File: config.mk
export PLATFORM = sky130hd
export DESIGN_NAME = coffee_order_scheduler
export DESIGN_NICKNAME = d
export VERILOG_FILES = /design/src/rtl/coffee_order_scheduler_pkg.sv /design/src/rtl/coffee_order_scheduler_fifo.sv /design/src/rtl/coffee_order_scheduler.sv
export SDC_FILE = /design/constraint.sdc
export NUM_CORES = 1
export LEC_CHECK = 0
export ABC_AREA = 1
export CAP_MARGIN = 5
export CORE_MARGIN = 2
export CORE_UTILIZATION = 45
export CTS_BUF_LIST = sky130_fd_sc_hd__clkbuf_4 sky130_fd_sc_hd__clkbuf_8
export DETAILED_ROUTE_END_ITERATION = 16
export PLACE_DENSITY = 0.79
export SLEW_MARGIN = 20
export SYNTH_ARGS = -nofsm -noshare
export SYNTH_HDL_FRONTEND = slang
export SYNTH_SLANG_ARGS = --single-unit
export TNS_END_PERCENT = 10
File: constraint.sdc
create_clock -name clk -period 2.6 [get_ports clk]
set_clock_uncertainty 0.15 [all_clocks]
set_input_delay 0.39 -clock clk [delete_from_list [all_inputs] [get_ports clk]]
set_output_delay 0.39 -clock clk [all_outputs]
set_load 0.05 [all_outputs]
File: src/rtl/coffee_order_scheduler_pkg.sv
// ---------------------------------------------------------------------------
// coffee_pkg
// Shared definitions for the coffee order scheduler: the dispatch FSM state
// encoding, the coffee select codes understood by CoffeeFSM, and the engine
// state value that means the brewing engine is idle.
// ---------------------------------------------------------------------------
package coffee_pkg;

    typedef enum logic [2:0] {
        S_IDLE  = 3'd0,
        S_START = 3'd1,
        S_BREW  = 3'd2,
        S_DONE  = 3'd3,
        S_ABORT = 3'd4
    } dispatch_state_t;

    localparam logic [1:0] SEL_ESPRESSO   = 2'b00;
    localparam logic [1:0] SEL_LATTE      = 2'b01;
    localparam logic [1:0] SEL_CAPPUCCINO = 2'b10;
    localparam logic [1:0] SEL_INVALID    = 2'b11;

    localparam logic [2:0] ENG_IDLE = 3'd0;

endpackage

File: src/rtl/coffee_order_scheduler_fifo.sv
// ---------------------------------------------------------------------------
// coffee_order_fifo
// Small synchronous FIFO holding admitted orders ({panel id, coffee select}).
// Push and pop may happen in the same cycle; a pop on an empty FIFO is
// ignored, and a push into a full FIFO is only taken when a pop frees the
// head slot in that same cycle.
//
// Ports:
//   clk    - system clock
//   reset  - asynchronous, active-low reset (empties the FIFO)
//   push   - write din at the tail
//   pop    - drop the head entry
//   din    - entry to write
//   dout   - current head entry (valid while !empty)
//   full   - DEPTH entries stored
//   empty  - no entries stored
//   count  - number of entries stored
// ---------------------------------------------------------------------------
module coffee_order_fifo #(
    parameter int WIDTH = 4,
    parameter int DEPTH = 4
) (
    input  logic                     clk,
    input  logic                     reset,
    input  logic                     push,
    input  logic                     pop,
    input  logic [WIDTH-1:0]         din,
    output logic [WIDTH-1:0]         dout,
    output logic                     full,
    output logic                     empty,
    output logic [$clog2(DEPTH):0]   count
);

    localparam int AW = $clog2(DEPTH);

    logic [WIDTH-1:0] mem [DEPTH];
    logic [AW-1:0]    wr_ptr;
    logic [AW-1:0]    rd_ptr;
    logic             do_push;
    logic             do_pop;

    assign full    = (count == (AW+1)'(DEPTH));
    assign empty   = (count == '0);
    assign dout    = mem[rd_ptr];
    assign do_pop  = pop && !empty;
    assign do_push = push && (!full || do_pop);

    // Storage has no reset; only the pointers and count define what is valid.
    always_ff @(posedge clk) begin
        if (do_push) begin
            mem[wr_ptr] <= din;
        end
    end

    // Pointers wrap naturally because DEPTH is a power of two.
    always_ff @(posedge clk or negedge reset) begin
        if (!reset) begin
            wr_ptr <= '0;
            rd_ptr <= '0;
            count  <= '0;
        end else begin
            if (do_push) begin
                wr_ptr <= wr_ptr + 1'b1;
            end
            if (do_pop) begin
                rd_ptr <= rd_ptr + 1'b1;
            end
            case ({do_push, do_pop})
                2'b10:   count <= count + 1'b1;
                2'b01:   count <= count - 1'b1;
                default: count <= count;
            endcase
        end
    end

endmodule

File: src/rtl/coffee_order_scheduler.sv
// ---------------------------------------------------------------------------
// coffee_order_scheduler
// Shares one CoffeeFSM brewing engine between N_REQ order panels. A
// round-robin arbiter admits at most one order per cycle into a FIFO, and a
// dispatch FSM starts one brew at a time with a level start request that is
// held until the engine leaves IDLE, so the engine may run on any divided
// clock.
//
// Ports:
//   clk          - fast system clock
//   reset        - asynchronous, active-low reset
//   req          - per-panel order request (level, held until answered)
//   req_sel      - per-panel coffee select, panel i on bits [2i+1:2i]
//   accepted     - pulse: panel's order entered the FIFO
//   rejected     - pulse: panel's order refused (select 2'b11)
//   fsm_start    - start request to CoffeeFSM
//   fsm_sel      - coffee select to CoffeeFSM, only changes in S_IDLE
//   fsm_state    - CoffeeFSM state, 0 = IDLE
//   fsm_done     - CoffeeFSM done
//   served_valid - pulse: brew completed
//   served_id    - panel whose brew completed
//   err_timeout  - pulse: order aborted on start or brew timeout
//   busy         - dispatch FSM not idle
//   queue_count  - FIFO occupancy
// ---------------------------------------------------------------------------
module coffee_order_scheduler
    import coffee_pkg::*;
#(
    parameter int N_REQ    = 4,
    parameter int QDEPTH   = 4,
    parameter int START_TO = 1024,
    parameter int BREW_TO  = 65535
) (
    input  logic                       clk,
    input  logic                       reset,
    input  logic [N_REQ-1:0]           req,
    input  logic [2*N_REQ-1:0]         req_sel,
    output logic [N_REQ-1:0]           accepted,
    output logic [N_REQ-1:0]           rejected,
    output logic                       fsm_start,
    output logic [1:0]                 fsm_sel,
    input  logic [2:0]                 fsm_state,
    input  logic                       fsm_done,
    output logic                       served_valid,
    output logic [$clog2(N_REQ)-1:0]   served_id,
    output logic                       err_timeout,
    output logic                       busy,
    output logic [$clog2(QDEPTH):0]    queue_count
);

    localparam int IW   = $clog2(N_REQ);
    localparam int EW   = IW + 2;
    localparam int TMAX = (START_TO > BREW_TO) ? START_TO : BREW_TO;
    localparam int TW   = $clog2(TMAX + 1) + 1;

    dispatch_state_t state;
    logic [IW-1:0]   rr_ptr;
    logic [IW-1:0]   cand;
    logic [IW-1:0]   pick;
    logic            found;
    logic [1:0]      pick_sel;
    logic            arb_blocked;
    logic            take;
    logic            do_reject;
    logic            fifo_push;
    logic            fifo_pop;
    logic            fifo_full;
    logic            fifo_empty;
    logic [EW-1:0]   fifo_head;
    logic [IW-1:0]   cur_id;
    logic [TW-1:0]   tmo;
    logic            done_seen;

    coffee_order_fifo #(
        .WIDTH (EW),
        .DEPTH (QDEPTH)
    ) u_fifo (
        .clk   (clk),
        .reset (reset),
        .push  (fifo_push),
        .pop   (fifo_pop),
        .din   ({pick, pick_sel}),
        .dout  (fifo_head),
        .full  (fifo_full),
        .empty (fifo_empty),
        .count (queue_count)
    );

    assign busy     = (state != S_IDLE);
    assign fifo_pop = (state == S_IDLE) && !fifo_empty && (fsm_state == ENG_IDLE);

    // Round-robin scan: first asserted request at or after the pointer wins.
    // A full FIFO blocks both accept and reject unless the dispatcher pops the
    // head in this same cycle, which frees a slot for the incoming order.
    always_comb begin
        found = 1'b0;
        pick  = '0;
        cand  = '0;
        for (int k = 0; k < N_REQ; k++) begin
            cand = IW'((int'(rr_ptr) + k) % N_REQ);
            if (!found && req[cand]) begin
                found = 1'b1;
                pick  = cand;
            end
        end
        pick_sel    = req_sel[{pick, 1'b0} +: 2];
        arb_blocked = fifo_full && !fifo_pop;
        take        = found && !arb_blocked;
        do_reject   = take && (pick_sel == SEL_INVALID);
        fifo_push   = take && (pick_sel != SEL_INVALID);
    end

    // Arbiter outputs are registered one-cycle pulses; the pointer only moves
    // past a panel once that panel has been answered.
    always_ff @(posedge clk or negedge reset) begin
        if (!reset) begin
            rr_ptr   <= '0;
            accepted <= '0;
            rejected <= '0;
        end else begin
            accepted <= '0;
            rejected <= '0;
            if (take) begin
                rr_ptr <= (pick == IW'(N_REQ - 1)) ? '0 : pick + 1'b1;
                if (do_reject) begin
                    rejected[pick] <= 1'b1;
                end else begin
                    accepted[pick] <= 1'b1;
                end
            end
        end
    end

    // Dispatch FSM: one brew in flight. The timeout counter restarts on every
    // state entry and saturates rather than wrapping.
    always_ff @(posedge clk or negedge reset) begin
        if (!reset) begin
            state        <= S_IDLE;
            cur_id       <= '0;
            tmo          <= '0;
            done_seen    <= 1'b0;
            fsm_start    <= 1'b0;
            fsm_sel      <= '0;
            served_valid <= 1'b0;
            served_id    <= '0;
            err_timeout  <= 1'b0;
        end else begin
            case (state)
                S_IDLE: begin
                    tmo <= '0;
                    if (fifo_pop) begin
                        cur_id    <= fifo_head[EW-1:2];
                        fsm_sel   <= fifo_head[1:0];
                        fsm_start <= 1'b1;
                        state     <= S_START;
                    end
                end
                S_START: begin
                    if (fsm_state != ENG_IDLE) begin
                        fsm_start <= 1'b0;
                        done_seen <= 1'b0;
                        tmo       <= '0;
                        state     <= S_BREW;
                    end else if (tmo == TW'(START_TO - 1)) begin
                        fsm_start   <= 1'b0;
                        err_timeout <= 1'b1;
                        tmo         <= '0;
                        state       <= S_ABORT;
                    end else if (tmo != '1) begin
                        tmo <= tmo + 1'b1;
                    end
                end
                S_BREW: begin
                    if (fsm_done) begin
                        done_seen <= 1'b1;
                    end
                    // Engine back in IDLE completes the brew whether or not a
                    // done pulse was observed; done is informational only.
                    if ((fsm_state == ENG_IDLE) && (done_seen || fsm_done)) begin
                        served_valid <= 1'b1;
                        served_id    <= cur_id;
                        tmo          <= '0;
                        state        <= S_DONE;
                    end else if (fsm_state == ENG_IDLE) begin
                        served_valid <= 1'b1;
                        served_id    <= cur_id;
                        tmo          <= '0;
                        state        <= S_DONE;
                    end else if (tmo == TW'(BREW_TO - 1)) begin
                        err_timeout <= 1'b1;
                        tmo         <= '0;
                        state       <= S_ABORT;
                    end else if (tmo != '1) begin
                        tmo <= tmo + 1'b1;
                    end
                end
                S_DONE: begin
                    served_valid <= 1'b0;
                    tmo          <= '0;
                    state        <= S_IDLE;
                end
                S_ABORT: begin
                    err_timeout <= 1'b0;
                    tmo         <= '0;
                    state       <= S_IDLE;
                end
                default: begin
                    state <= S_IDLE;
                end
            endcase
        end
    end

endmodule

# After elaboration in Yosys (flattened, before gate mapping)
# Memory sizes are Yosys's and may differ from the RTL's. A register that Yosys moved wholly into a read port is not among the register bits.
# Index checks and enable logic that the tools add are counted.
# totals
memories	1
output_inout_bits	19
ramBits	16
input_bits	18
word_cells	155
ff_bits	43
# op_classes
n_shift	1
muxes	58
n_lt_le_gt_ge	6
n_addsub	9
n_reduce_logical	43
n_eq_ne	24
# mem_list
memory	depth	width	read_ports	rd_clocked_by_memory_dff	write_ports	line	text
u_fifo.mem	4	4	1	1	1	coffee_order_scheduler_fifo.sv:36	logic [WIDTH-1:0] mem [DEPTH];
# ops
operator	n
$mux 17	6
$pmux 17 s3	1
$mux 1	23
$mux 3	6
$ne 2x2->1 const B	9
$add 17x1->17 const B	1
$eq 17x10->1 const B	1
$eq 17x16->1 const B	1
$ne 17x17->1 const B	1
$mux 4	4
$lt 2x3->1 const B	5
$mux 2	7
$logic_and 1x1->1	13
$reduce_bool 3->1	4
$reduce_bool 2->1	5
$logic_not 3->1	3
$pmux 3 s3	1
$reduce_and 3->1	3
$add 2x1->2 const B	4
$bmux 1 s2	4
$logic_not 1->1	8
$shiftx 8x4->2	1
$eq 2x2->1 const B	3
$eq 3x2->1 const B	2
other kinds (17)	25

# Logic depth before layout (Yosys ltp)
# Gate-level depths: netlist (run 1).
# depth
word_depth	18
depth_mapped	21
depth_no_buf	20

# Cells and area by module
# From an unflattened synthesis (run 1), not the netlist that was laid out.
# hier_totals
hier_cells	455
hier_area_um2	3729.8
# modules_own_cells
module	area_per_inst_um2	cells_per_inst	seq_area_each_um2	instances
coffee_order_scheduler	2672.6	360	975.9	1
coffee_order_fifo	1057.3	95	655.6	1

# Least setup slack after synthesis (run 1)
# Ideal clock, no wire load.
# synth_timing
kind	register to register
startpoint	register u_fifo.count[0]
endpoint	register u_fifo.count[2]
setup_time_ps	131
stages_incl_launch_ff	15
period_less_slack_ps	3047
n_path_buf	1
arrival_time_ps	2766
required_ps	2319
setup_slack_ps	-447
path_cell_list	dfrtp_1 -> inv_1 -> nand3_1 -> nand3_2 -> inv_2 -> o41ai_1 -> inv_1 -> nand2_2 -> buf_12 -> ha_1 -> inv_1 -> fa_1 -> a21oi_1 -> o21ai_0 -> xor2_1
# synth_between
elab_cells_between_ends	20
classes_between	add/sub (2); eq/ne (3); mux (1); reduce/logical (14)
# synth_rtl
element	line	text
start: declaration	coffee_order_scheduler_fifo.sv:31	output logic [$clog2(DEPTH):0] count
start signal: assignment	coffee_order_scheduler_fifo.sv:69	2'b10: count <= count + 1'b1;
start signal: assignment	coffee_order_scheduler_fifo.sv:70	2'b01: count <= count - 1'b1;
start signal: assignment	coffee_order_scheduler_fifo.sv:71	default: count <= count;
$logic_not 3->1 (*)	coffee_order_scheduler_fifo.sv:43	assign empty = (count == '0);
$logic_not 1->1 (*)	coffee_order_scheduler_fifo.sv:45, coffee_order_scheduler.sv:90	
$logic_and 1x1->1 (2 in series)	coffee_order_scheduler.sv:90	assign fifo_pop = (state == S_IDLE) && !fifo_empty && (fsm_state == ENG_IDLE);
$logic_and 1x1->1 (*)	coffee_order_scheduler_fifo.sv:45	assign do_pop = pop && !empty;
via u_fifo.do_pop	coffee_order_scheduler_fifo.sv:40	logic do_pop;
$logic_or 1x1->1	coffee_order_scheduler_fifo.sv:46	assign do_push = push && (!full || do_pop);
$logic_and 1x1->1	coffee_order_scheduler_fifo.sv:46	
$eq 2x1->1 / $eq 2x2->1 (equally long branches)	coffee_order_scheduler_fifo.sv:68	case ({do_push, do_pop})
$pmux 3 s2 / $reduce_bool 2->1 (equally long branches)	--	
# The timed path passes the listed nets; every way through them passes the cells marked *.
# A chain may end at the register's enable or synchronous reset.

# Worst setup path after layout (run 1)
# layout_timing
startpoint	register rr_ptr[0]
endpoint	register u_fifo.count[2]
# layout_between
elab_chain_cells	18
elab_cells_between_ends	34
classes_between	add/sub (3); eq/ne (3); shift (1); mux (17); reduce/logical (10)
# layout_lines
element	line	text
start: declaration	coffee_order_scheduler.sv:57	logic [IW-1:0] rr_ptr;
start signal: assignment	coffee_order_scheduler.sv:124	rr_ptr <= (pick == IW'(N_REQ - 1)) ? '0 : pick + 1'b1;
branches (longest 11 deep; another with $add 2x1->2)	--	
$mux 2 (*)	coffee_order_scheduler.sv:101	if (!found && req[cand]) begin
$shiftx 8x4->2 (*)	coffee_order_scheduler.sv:106	pick_sel = req_sel[{pick, 1'b0} +: 2];
via pick_sel[0]	coffee_order_scheduler.sv:61	logic [1:0] pick_sel;
$ne 2x2->1 (*)	coffee_order_scheduler.sv:110	fifo_push = take && (pick_sel != SEL_INVALID);
$logic_and 1x1->1 (*)	coffee_order_scheduler.sv:110	
$logic_and 1x1->1 (*)	coffee_order_scheduler_fifo.sv:46	
$eq 2x1->1 / $eq 2x2->1 (equally long branches)	coffee_order_scheduler_fifo.sv:68	
$pmux 3 s2 / $reduce_bool 2->1 (equally long branches)	--	
# Mark *: on every way through the listed nets, which the timed path passes. The select of a mux whose other input is x is not followed.

==> flow_summary.ini, run 1 <==
[timing]
worstMarginPinSlew_ns = 0.8579
setup_viol_count_final = 2
max_freq_ghz = 0.3532
fin_crit_ns = 2.831
worst_hold_slack_ns = -0.01453
hold_viol_final = 10
fin_crit_sh_pct = 108.9
setup_ws_ns = -0.2311
slew_headroom_pct = 42.81
rsz0062_at_grt = yes
drv_slew = 0

[power]
p_per_area_mw_per_mm2 = 1474
vdd_ir_drop_max_uv = 1079
power.total_mw = 6.615
p_leak_nw = 2.081

[drt]
wl_per_cell_um = 13.29
vias = 2939
postRouteAntennaNets = 0
drt_pass1_iterations = 4
routed_wl_mm = 7.839
drtIter0Drc = 129
drc = 0
drt-vias-per-instance = 4.981

[worst_setup_path]
endpoint_kind = register
startpoint_type = register
cp_max_fo = 6
rrSetupSlack_ns = -0.23
rr_startpoint = rr_ptr[0]
timing.rr.end = u_fifo.count[2]
crit_required_ns = 2.68
rr_worst_depth = 18
critPathKind = register to register
arrival_ns = 2.91

[global_route]
grt_pass1_vias = 3072
grt_pass1_wl_mm = 13.73
grt_overflow = 0
track_usage_pct = 20.07
antenna_found_initial = 0
grt_max_degree = 39

[die]
num_io_pins = 37
start_util_pct = 46.14
core_area_mm2 = 0.007687
fp.dieArea_mm2 = 0.008609
placementRows = 32
fp.dieH_um = 92.79
dieWidth_um = 92.79

[finish]
syn_to_final_growth_pct = 26.53
seq_area_mm2 = 0.001638
stdcell_area_mm2 = 0.004488
nNetsFinal = 513
multi_input_area_mm2 = 0.001695
filler_cell_count = 668
layout-drive-gt1-share_pct = 24.80
diodes = 0

[yosys]
yosys_warnings = 0
ys_types = 38
syn-num-nets = 446
ys_ff_latch = 62
synthCells = 416
syn_area_mm2 = 0.003547
avgSynthCellArea_um2 = 8.527
yosysSeqAreaShare_pct = 46.00

[clocking]
clockRootBuffer = clkbuf_8
cts_tree = yes
cts_buffers = 9
h-tree-depth = 3
clock_tree.buffer_depth = 2
path_clk_slew_ns = 0.08
clock_latency_ns = 0.35
clock-sinks = 62

[worst_hold_path]
hold_path_class = input port to asynchronous set/reset pin

[place]
place_congestion = 0.9149
hpwlAfterDp_mm = 5.713
placedInstanceArea_mm2 = 0.004197
portBuffers = 35

[run_status]
status = finished with violations
violations = negative hold slack, negative setup slack

[run]
drv_cap = 0
-- Yosys cell counts (all sizes together) --
master,number,area share (%)
dfrtp,46,32
inv,74,7.8
o41ai,1,0.25
nor4,2,0.35
a21boi,1,0.21
a22oi,1,0.21
o32ai,4,0.99
nand2,97,13
xor2,8,2.0
a21oi,7,0.99
nor2,47,6.1
nand3,32,6.5
o211ai,2,0.42
ha,11,3.9
edfxtp,16,14
nor3,12,1.8
a311oi,1,0.25
and2,1,0.18
xnor2,2,0.49
nand4,9,1.6
fa,1,0.56
clkbuf,3,0.32
o21ba,1,0.28
o21ai,29,4.1
buf,2,0.88
clkinv,2,0.35
o22ai,4,0.71
-- through the flow --
step                utilization, %  hold slack, ns  std cells  TNS [ns]  worst slack, ns
CTS                          57.24         0.01332        586   -0.2384          -0.1687
finish                       58.38        -0.01453        590   -0.2904          -0.2311
floorplan                        -        -0.05559        416   -0.2517          -0.1736
detailed placement           54.59          0.3203        570    -4.765          -0.5544
global placement             54.59          0.3184        570    -3.182          -0.4154
global route                 58.38         0.06390        590   -0.5630          -0.3497
-- worst max-delay path by stage --
stage,from,end
global route,rr_ptr[0],u_fifo.count[2]
floorplan,rr_ptr[1],u_fifo.count[2]
global placement,req[2],u_fifo.count[2]
detailed placement,req[0],u_fifo.count[2]
finish,rr_ptr[0],u_fifo.count[2]
CTS,rr_ptr[0],u_fifo.count[2]
-- worst max-delay path, stage by stage, from the launching register on --
cell,delay (ns)
dfrtp_2,0.44
buf_6,0.15
nand2_2,0.09
nand3_2,0.11
nand2_4,0.12
inv_2,0.07
nand3_4,0.11
nand3_4,0.12
nand2_1,0.08
nand3_1,0.08
nand2_2,0.09
nand2_2,0.07
nand2_2,0.09
ha_4,0.12
inv_2,0.04
fa_2,0.38
a21oi_2,0.17
o21ai_2,0.09
xor2_1,0.15
-- layer usage --
metal  track usage, %  part of all wire, %  vias up
li1                 -                    -     1469
met1            24.50                   44     1387
met2            34.06                   50       65
met3            5.207                  4.6       18
met4            7.598                  1.8        0
met5                0                    0        -
-- logic make-up (layout without fill, tap and decap cells) --
| group | after synthesis | after routing | share of synthesized area, % |
|---|---|---|---|
| AOI/OAI and AO/OA | 51 | 51 | 8.395 |
| DFF | 62 | 62 | 46.00 |
| adders and majority gates | 12 | 12 | 4.444 |
| buffers and inverters | 81 | 153 | 9.383 |
| xor gates and xnor gates | 10 | 10 | 2.469 |
| and+or+nand+nor | 200 | 200 | 29.31 |
-- sequential cells by signal (all words and copies together) (netlist names), 3 cells and up --
register and count:
tmo 17, accepted 4, u_fifo.mem 16, state 3
rejected 4, u_fifo.count 3
-- timing repair --
item / 4_1_cts / 5_1_grt
buffers inserted: 0 / 4
hold buffers: 0 / 0
pin swaps: 4 / 13
endpoints found under the setup margin: 3 / 19
gates cloned: 0 / 0
gates resized for setup: 8 / 19
-- cell usage in the layout (no fill, tap or decap), types with 3 or more instances in the layout --
| cell | instances |
|---|---|
| a21oi_1 | 6 |
| buf_4 | 24 |
| clkbuf_8 | 9 |
| clkdlybuf4s50_1 | 30 |
| clkinv_4 | 3 |
| dfrtp_1 | 41 |
| dfrtp_2 | 5 |
| dlymetal6s2s_1 | 3 |
| edfxtp_1 | 16 |
| ha_1 | 10 |
| inv_1 | 67 |
| inv_2 | 6 |
| inv_6 | 3 |
| nand2_1 | 61 |
| nand2_2 | 26 |
| nand2_4 | 10 |
| nand3_1 | 20 |
| nand3_2 | 9 |
| nand3_4 | 3 |
| nand4_1 | 9 |
| nor2_1 | 37 |
| nor2_2 | 5 |
| nor2_4 | 4 |
| nor3_1 | 11 |
| o21ai_0 | 26 |
| o22ai_1 | 4 |
| o32ai_1 | 4 |
| xor2_1 | 8 |
-- layout make-up --
type,instances,share of cell area (%)
clock inverters,7,1.255
clock buffers,9,2.760
flip-flops and latches,62,36.49
well taps,102,2.844
inverters,76,6.524
multi-input cells,273,37.78
repair buffers,61,12.35
-- power breakdown --
part | total, mW | internal (mW) | switching, mW
registers | 1.76 | 1.53 | 0.228
clock network | 0.787 | 0.356 | 0.431
logic | 4.07 | 1.54 | 2.54
Note: power is estimated with default switching activity, not from simulation.
==> run 2: changes to the inputs <==
Settings changed: CORE_ASPECT_RATIO set to 0.75, REMOVE_ABC_BUFFERS set to 1.
==> run 2 against run 1 <==
The flow finishes with violations (negative setup slack). Utilization up 1.1 points. Clock power increased by 22%. Clock-buffer cell count grew 3. Global-route usage about the same. Sequential share of layout area shrank 1.2 points. First-iteration DRC count up 140%. Non-clock buffer count grew 10.
==> flow_summary.ini, run 2 (synthesized netlist as in run 1, its figures left out) <==
[die]
dieWidth_um = 106.5
start_util_pct = 45.61
core_area_mm2 = 0.007777
num_io_pins = 37
fp.dieH_um = 80.89
placementRows = 28
fp.dieArea_mm2 = 0.008616

[worst_setup_path]
arrival_ns = 2.98
timing.rr.end = u_fifo.count[2]
crit_required_ns = 2.67
endpoint_kind = register
cp_max_fo = 6
startpoint_type = register
crit_start = rr_ptr[0]
rrSetupSlack_ns = -0.30
rr_startpoint = rr_ptr[0]
critPathKind = register to register
rr_worst_depth = 18

[place]
pre_cts_ws_ns = -0.6152
place_congestion = 0.8826
hpwlAfterDp_mm = 6.209
portBuffers = 35

[timing]
max_freq_ghz = 0.3444
setup_viol_count_final = 18
hold_viol_final = 0
setup_ws_ns = -0.3038
worstMarginPinSlew_ns = 0.7164
fin_crit_ns = 2.904
worst_hold_slack_ns = 0.3289
fin_crit_sh_pct = 111.7
drv_slew = 0
rsz0062_at_grt = yes
slew_headroom_pct = 51.62

[drt]
routed_wl_mm = 8.460
met1Wirelength_mm = 3.757
vias = 3097
wl_per_cell_um = 14.01
dr.max_layer_used = met4
drt_pass1_iterations = 5
drt-vias-per-instance = 5.127
wl_met3_um = 556
wl_met2_mm = 4.016
drtIter0Drc = 312
drc = 0
postRouteAntennaNets = 0

[clocking]
h-tree-depth = 3
clock-sinks = 62
clock_latency_ns = 0.34
clockRootBuffer = clkbuf_8
clock_tree.buffer_depth = 2
cts_tree = yes
path_clk_slew_ns = 0.07
cts_buffers = 9

[worst_hold_path]
hold_end = fsm_start
worstHoldStart = fsm_start
hold_path_class = register to register
hold_depth = 2

[finish]
syn_to_final_growth_pct = 30.51
seq_area_mm2 = 0.001633
nNetsFinal = 524
filler_cell_count = 653
final_common_cell = inv_1
reg.largest.list = tmo x17, u_fifo.mem x16
top_register = tmo
layout-drive-gt1-share_pct = 25.65
multi_input_area_mm2 = 0.001690
diodes = 0
mostFrequentLayoutCells = inv_1, nand2_1, dfrtp_1
largest_reg_flops = 17

[global_route]
track_usage_pct = 20.07
grt_overflow = 0
antenna_found_initial = 0
grt_pass1_vias = 2910
grt_max_degree = 27
grt_pass1_wl_mm = 13.60

[power]
p_per_area_mw_per_mm2 = 1559
p_leak_nw = 2.147
vdd_ir_drop_max_uv = 849.3

[run_status]
violations = negative setup slack
status = finished with violations

[run]
drv_cap = 0
-- run 2: worst max path at each step --
| stage | slack [ns] | end | depth (start not counted) |
|---|---|---|---|
| final | -0.30 | u_fifo.count[2] | 18 |
| after global routing | -0.42 | u_fifo.count[2] | 20 |
| after CTS | -0.22 | u_fifo.count[2] | 18 |
| after detailed placement | -0.62 | u_fifo.count[2] | 19 |
| after global placement | -0.49 | u_fifo.count[2] | 19 |
| after floorplan | -0.55 | u_fifo.count[2] | 20 |
-- run 2: worst max-delay path: stages, from the launching register on --
cell	delay (ns)
dfrtp_2	0.47
clkinvlp_4	0.18
nand2_2	0.10
nand2_2	0.07
nand2_4	0.08
nand2_4	0.07
nor2_8	0.12
nand3_4	0.15
nand4_1	0.13
nand3_2	0.10
nand2_2	0.10
nand2_2	0.07
nand2_2	0.10
ha_4	0.13
inv_2	0.04
fa_2	0.39
a21oi_2	0.12
o21ai_1	0.08
xor2_1	0.14
-- run 2: power by group --
group          total, mW  switching [mW]  leakage, nW  internal, mW
Clock              0.961           0.361        0.120         0.600
Sequential          1.75           0.223        0.748          1.52
Combinational       4.51            2.73         1.28          1.78
Total               7.22            3.31         2.15          3.90
-- run 2: timing repair --
action / in CTS / in global routing
cloned: 1 / 0
hold buffers: 1 / 0
resized for setup: 13 / 29
pin swaps: 8 / 21
endpoints found under the hold margin: 24 / 0
setup endpoints to repair: 8 / 22
buffers inserted: 1 / 7
-- run 2: per-layer routing --
metal / vias to the layer above / global-route usage [%]
met5: - / 0
met2: 125 / 33.85
met4: 0 / 5.455
met3: 17 / 4.013
met1: 1460 / 26.75
li1: 1495 / -
-- run 2: through the flow --
| stage | power (mW) | util [%] | area (um^2) | TNS (ns) | std cells |
|---|---|---|---|---|---|
| final | 7.217 | 59.52 | 4629 | -1.116 | 604 |
| after global placement | 5.375 | 53.96 | 4197 | -2.885 | 578 |
| after CTS | 6.674 | 57.66 | 4484 | -0.3565 | 597 |
| after floorplan | 4.197 | - | 3505 | -0.9071 | 411 |
| after global routing | 7.652 | 59.52 | 4629 | -2.902 | 604 |
| after detailed placement | 5.553 | 53.96 | 4197 | -4.924 | 578 |
-- run 2: cell type report --
cell class                 instances  share of cell area [%]
tap                              105                   2.838
clock inverter                     4                   1.514
timing repair buffer              71                   13.95
inverter                          76                   6.324
sequential                        62                   35.27
timing repair inverter             1                  0.1622
multi-input combinational        273                   36.51
clock buffer                      12                   3.432
==> run 3: changes to the inputs <==
Settings changed: SLEW_MARGIN 20 to 15.
==> results of run 3 <==
The final DEF is identical to that of run 2; final timing and power are the same.
==> patch 1: new RTL, config.mk and constraints of run 2 <==
Put a register stage on the output `queue_count`, with the module's reset. The value now appears one clock later. The other outputs are not delayed to match.
--- a/src/rtl/coffee_order_scheduler.sv
+++ b/src/rtl/coffee_order_scheduler.sv
@@ -53,6 +53,8 @@
     localparam int TMAX = (START_TO > BREW_TO) ? START_TO : BREW_TO;
     localparam int TW   = $clog2(TMAX + 1) + 1;
 
+    logic [$clog2(QDEPTH):0] queue_count_d;
+
     dispatch_state_t state;
     logic [IW-1:0]   rr_ptr;
     logic [IW-1:0]   cand;
@@ -83,7 +85,7 @@
         .dout  (fifo_head),
         .full  (fifo_full),
         .empty (fifo_empty),
-        .count (queue_count)
+        .count (queue_count_d)
     );
 
     assign busy     = (state != S_IDLE);
@@ -211,5 +213,13 @@
         end
     end
 
+    always_ff @(posedge clk or negedge reset) begin
+        if (!reset) begin
+            queue_count <= '0;
+        end else begin
+            queue_count <= queue_count_d;
+        end
+    end
+
 endmodule
 
Formal check against the unedited RTL: not equivalent (Yosys sat finds a counterexample within 4 cycles, from zero or initial values and one cycle with reset low).
==> patch 1 against run 2 <==
  * The flow still finishes with violations (setup timing)
  * Worst setup slack better by 0.025 ns
  * Global-route usage is 0.19 points lower
  * Sequential power is 5% higher
  * Sequential cell count is 3 higher
  * Die area decreased by 1.2%
  * Synthesized area is 1.2% lower
  * Wire length decreased by 8.4%
  * Worst hold slack got worse by 0.036 ns
  * Cell area decreased by 2.1%
  * Power shrank 5.0%
  * Largest cell class is now flip-flops and latches
==> patch 1: results (changes against run 2) <==
| Metric | Value |
|---|---|
| Fin Hold WS | 0.293 ns (-0.0359 ns) |
| Vias in the first global route | 2,948 (+1.3%) |
| Vias per cell | 5.00 (-2.6%) |
| Peak supply drop | 0.000841 V (-1.0%) |
| Postcts setup bufs | 5 (+4) |
| Synth top area cells | dfrtp_1, edfxtp_1, nand2_1 |
| # setup viols final | 2 (-16) |
| R2R Setup Slk | -0.28 ns (+0.02 ns) |
| Outcome | finished with violations |
| Worst setup margin | -0.279 ns (+0.0248 ns) |
| Critical Path AT | 2.96 ns (-0.02 ns) |
| CTS resizes | 31 (+18) |
| Post-route setup TNS | -0.418 ns (+0.698 ns) |
| Worst Tran Pin Value | 0.614 ns (-0.102 ns) |
| Routed WL | 7.75 mm (-8.4%) |
| Most instantiated cells after synthesis | nand2_1, inv_1, nor2_1 |
| Lkg Pwr | 2.11 nW (-1.9%) |
| GRT Total Usage | 0.199 (-0.00194) |
| Post-synthesis cell type count | 31 (-18%) |
| Initial DRC count | 167 (-46%) |
| Async SR Flop Fraction | 0.754 (+0.0119) |
| Fraction of final layout cells sized beyond drive strength 1 | 0.227 (-0.0291) |
| Failing checks | setup timing |
| Top cell type's share of synthesized area | 0.350 (+0.0254) |
| First-pass GRT wire length | 13.3 mm (-2.5%) |
| Nets@finish | 522 (-0.38%) |
| GPL Wtd Cong | 0.903 (+2.3%) |
| Crit path max fanout | 5 (-1) |
| FILL cells | 621 (-4.9%) |
| Seq/Total Area, Yosys | 0.487 (+0.0270) |
==> patch 1: changes by cell type in the layout (fill, tap and decap cells not counted), sizes merged, moves of 3 or more <==
| cell | before | now |
|---|---|---|
| nand3 | 32 | 27 |
| clkbuf | 12 | 9 |
| a31oi | 0 | 3 |
| nand2 | 97 | 87 |
| o31ai | 0 | 3 |
| nor2 | 47 | 65 |
| o32ai | 4 | 0 |
| dfrtp | 46 | 49 |
| xor2 | 8 | 4 |
==> patch 1: path summary, 6_finish.rpt <==
path,start,end,cells after the start
min reg2reg,u_fifo.count[1],queue_count[1],0
max reg2reg,rr_ptr[0],u_fifo.count[2],18
max in group asynchronous,reset,rr_ptr[0],3
min,u_fifo.count[1],queue_count[1],0
max,rr_ptr[0],u_fifo.count[2],18
min in group asynchronous,reset,served_valid,3
==> patch 1: final cells by class <==
cell class | count | area share
Clock buffer | 9 | 0.0273
Clock inverter | 7 | 0.0119
Inverter | 73 | 0.0616
Multi-Input combinational cell | 273 | 0.358
Sequential cell | 65 | 0.377
Tap cell | 101 | 0.0279
Timing Repair Buffer | 69 | 0.135
Timing Repair inverter | 1 | 0.00166
==> patch 1: power breakdown <==
group | total (mW) | leakage, nW | switching, mW | internal [mW]
clock network | 0.765 | 0.0843 | 0.412 | 0.353
registers | 1.84 | 0.781 | 0.241 | 1.60
logic | 4.25 | 1.24 | 2.63 | 1.62
total | 6.86 | 2.11 | 3.28 | 3.57
==> patch 1: metrics by stage <==
step           utilization  total power [mW]  instance area [um2]  instances
2_1_floorplan            -              4.23                 3470        411
3_3_place_gp         0.558              5.45                 4150        574
3_5_place_dp         0.558              5.58                 4150        574
4_1_cts              0.602              6.65                 4470        597
5_1_grt              0.610              7.36                 4530        598
6_report             0.610              6.86                 4530        598
==> patch 1: critical path, delay by kind of cell (launching register included) <==
family	cells	cell delay, ns
AND/OR/NAND/NOR	7	0.59
adder cells (fa/ha/maj)	2	0.49
flip-flops	1	0.46
buffers and inverters	6	0.72
XOR/XNOR	1	0.13
AO/OA/AOI/OAI	2	0.23
==> patch 1: routing by layer <==
metal / vias to the layer above / track usage / share of wire
li1: 1482 / - / -
met1: 1404 / 0.245 / 0.44
met2: 89 / 0.341 / 0.50
met3: 13 / 0.0560 / 0.046
met4: 0 / 0.0605 / 0.012
met5: - / 0 / 0
==> patch 1: logic make-up (layout without fill, tap and decap cells) <==
family,count (synthesis),in the layout,synth area share
AO/OA/AOI/OAI,48,48,0.0746
XOR/XNOR,8,8,0.0200
adder cells (fa/ha/maj),12,12,0.0450
buffers and inverters,77,159,0.0882
flip-flops,65,65,0.487
AND/OR/NAND/NOR,205,205,0.285
==> patch 2: new RTL, settings of run 2 <==
Without the edit above. Change the parameter `QDEPTH` from 4 to 8.
--- a/src/rtl/coffee_order_scheduler.sv
+++ b/src/rtl/coffee_order_scheduler.sv
@@ -27,7 +27,7 @@
     import coffee_pkg::*;
 #(
     parameter int N_REQ    = 4,
-    parameter int QDEPTH   = 4,
+    parameter int QDEPTH   = 8,
     parameter int START_TO = 1024,
     parameter int BREW_TO  = 65535
 ) (
Interface: changed (resized queue_count); port bits go from 37 to 38. The function was not compared with the original's and may differ.
==> patch 2 against run 2 <==
  * The run ends with hold timing, setup timing left
  * Synthesized area grew 25%
  * Sequential cell count grew 19
  * Die area increased by 24%
  * Cell area rose by 25%
  * Fmax rose by 2.4%
  * Wire length rose by 21%
  * Worst hold slack got worse by 0.35 ns
  * Cell count rose by 18%
  * Worst setup slack improved by 0.068 ns
  * Largest cell class is now flip-flops and latches
Power is left out: the tool's default activity adds up to more than one toggle a clock period on the data nets, which glitch-free logic cannot reach.
==> patch 2: results (changes against run 2) <==
| Metric | Value |
|---|---|
| Outcome | finished with violations |
| Failing checks | hold timing, setup timing |
| Fin Hold WS | -0.0217 ns (-0.351 ns) |
| Synth Area in XOR/XNOR | 0.0237 (-0.00102) |
| Met1 GRT Util | 0.246 (-0.0211) |
| # setup viols final | 12 (-6) |
| DR vias | 3,693 (+19%) |
| Nets@finish | 607 (+16%) |
| Synth top area cells | dfrtp_1, edfxtp_1, nand2_1 |
| Min-Delay Path Class | primary input to asynchronous set/reset pin |
| Async SR Flop Fraction | 0.605 (-0.137) |
| Final Hold Viols | 47 (+47) |
| Routed WL | 10.2 mm (+21%) |
| Fraction of final layout cells sized beyond drive strength 1 | 0.266 (+0.00935) |
| Most instantiated cells after synthesis | nand2_1, inv_1, nor2_1 |
| Biggest regs | u_fifo.mem x32, tmo x17 |
| Seq/Total Area, Yosys | 0.493 (+0.0327) |
| Initial DRC count | 233 (-25%) |
| Wire per inst | 14.3 um (+2.3%) |
| GR Layer Usage met2 | 0.313 (-0.0257) |
| First-pass GRT wire length | 16.3 mm (+20%) |
| First-pass DRT Iterations | 8 (+3) |
| Worst-Skew Late Latency | 0.37 ns (+0.03 ns) |
| GRT Total Usage | 0.189 (-0.0118) |
| Met3 usage | 0.0419 (+0.00175) |
| GPL Wtd Cong | 0.881 (-0.17%) |
| IO buf count | 36 (+2.9%) |
| Post-Synth Adder-Cell Area | 0.0310 (-0.0134) |
| Slew HR | 0.576 (+0.0599) |
| Vias in the first global route | 3,496 (+20%) |
| Gate Count Post-Synth | 490 (+18%) |
| Placed cells | 687 (+19%) |
| Post-DP HPWL | 6.97 mm (+12%) |
| Critical Path AT | 2.94 ns (-0.04 ns) |
| Clock slew at reported path FFs | 0.09 ns (+0.02 ns) |
| Crit path largest cell delay | 0.44 ns (-0.03 ns) |
| Worst setup margin | -0.235 ns (+0.0685 ns) |
| Post-synth EDFFs | 32 (+16) |
| Largest net degree at the start of global routing | 50 (+85%) |
[patch 2: changes by cell type in the layout (fill, tap and decap cells not counted), moves of 10 or more]
cell	run 2	this run
nand3_1	18	30
nand2_1	61	72
nor2_1	37	48
nand2_2	26	16
edfxtp_1	16	32
inv_1	67	53
buf_4	33	45
[patch 2: how the worst min path moves through the flow]
stage                     from          endpoint
detailed placement  fsm_sel[1]        fsm_sel[1]
global route             reset  u_fifo.wr_ptr[2]
finish                   reset  u_fifo.wr_ptr[2]
floorplan                reset       accepted[0]
global placement    fsm_sel[1]        fsm_sel[1]
CTS                      reset  u_fifo.wr_ptr[2]
[patch 2: per-stage QoR]
| stage | hold WS [ns] | setup WS, ns | instance area [um2] | TNS [ns] |
|---|---|---|---|---|
| after global placement | 0.312 | -0.476 | 5190 | -9.10 |
| final | -0.0217 | -0.235 | 5800 | -0.882 |
| after detailed placement | 0.319 | -0.628 | 5190 | -13.86 |
| after global routing | 0.0365 | -0.391 | 5800 | -5.55 |
| after floorplan | -0.0556 | -0.818 | 4370 | -9.08 |
| after CTS | 0.00212 | -0.225 | 5560 | -0.670 |
[patch 2: kinds of logic (layout without fill, tap and decap cells)]
| logic type | Yosys count | after routing |
|---|---|---|
| muxes | 5 | 5 |
| adders and majority gates | 11 | 11 |
| and+or+nand+nor | 249 | 249 |
| AOI/OAI and AO/OA | 58 | 58 |
| DFF | 81 | 81 |
| xor gates and xnor gates | 12 | 12 |
| buffers and inverters | 74 | 167 |
[patch 2: cell type report]
| class | count | area, um2 |
|---|---|---|
| repair buffers | 88 | 801 |
| well taps | 132 | 165 |
| inverters | 63 | 244 |
| multi-input cells | 335 | 2160 |
| clock buffers | 9 | 124 |
| clock inverters | 7 | 118 |
| flip-flops and latches | 81 | 2190 |
| fillers | 790 | 3820 |
[patch 2: what timing repair did]
item                                    4_1_cts  5_1_grt
pin swaps                                    15       29
endpoints found under the setup margin       24       39
hold endpoints to repair                      0        0
resized for setup                            21       49
hold buffers                                  0        0
buffers inserted                              7        5
[patch 2: per-layer routing]
metal / wire [um] / share of wire
met5: 0 / 0
met4: 246 / 0.024
met3: 554 / 0.054
met2: 5090 / 0.50
met1: 4360 / 0.43
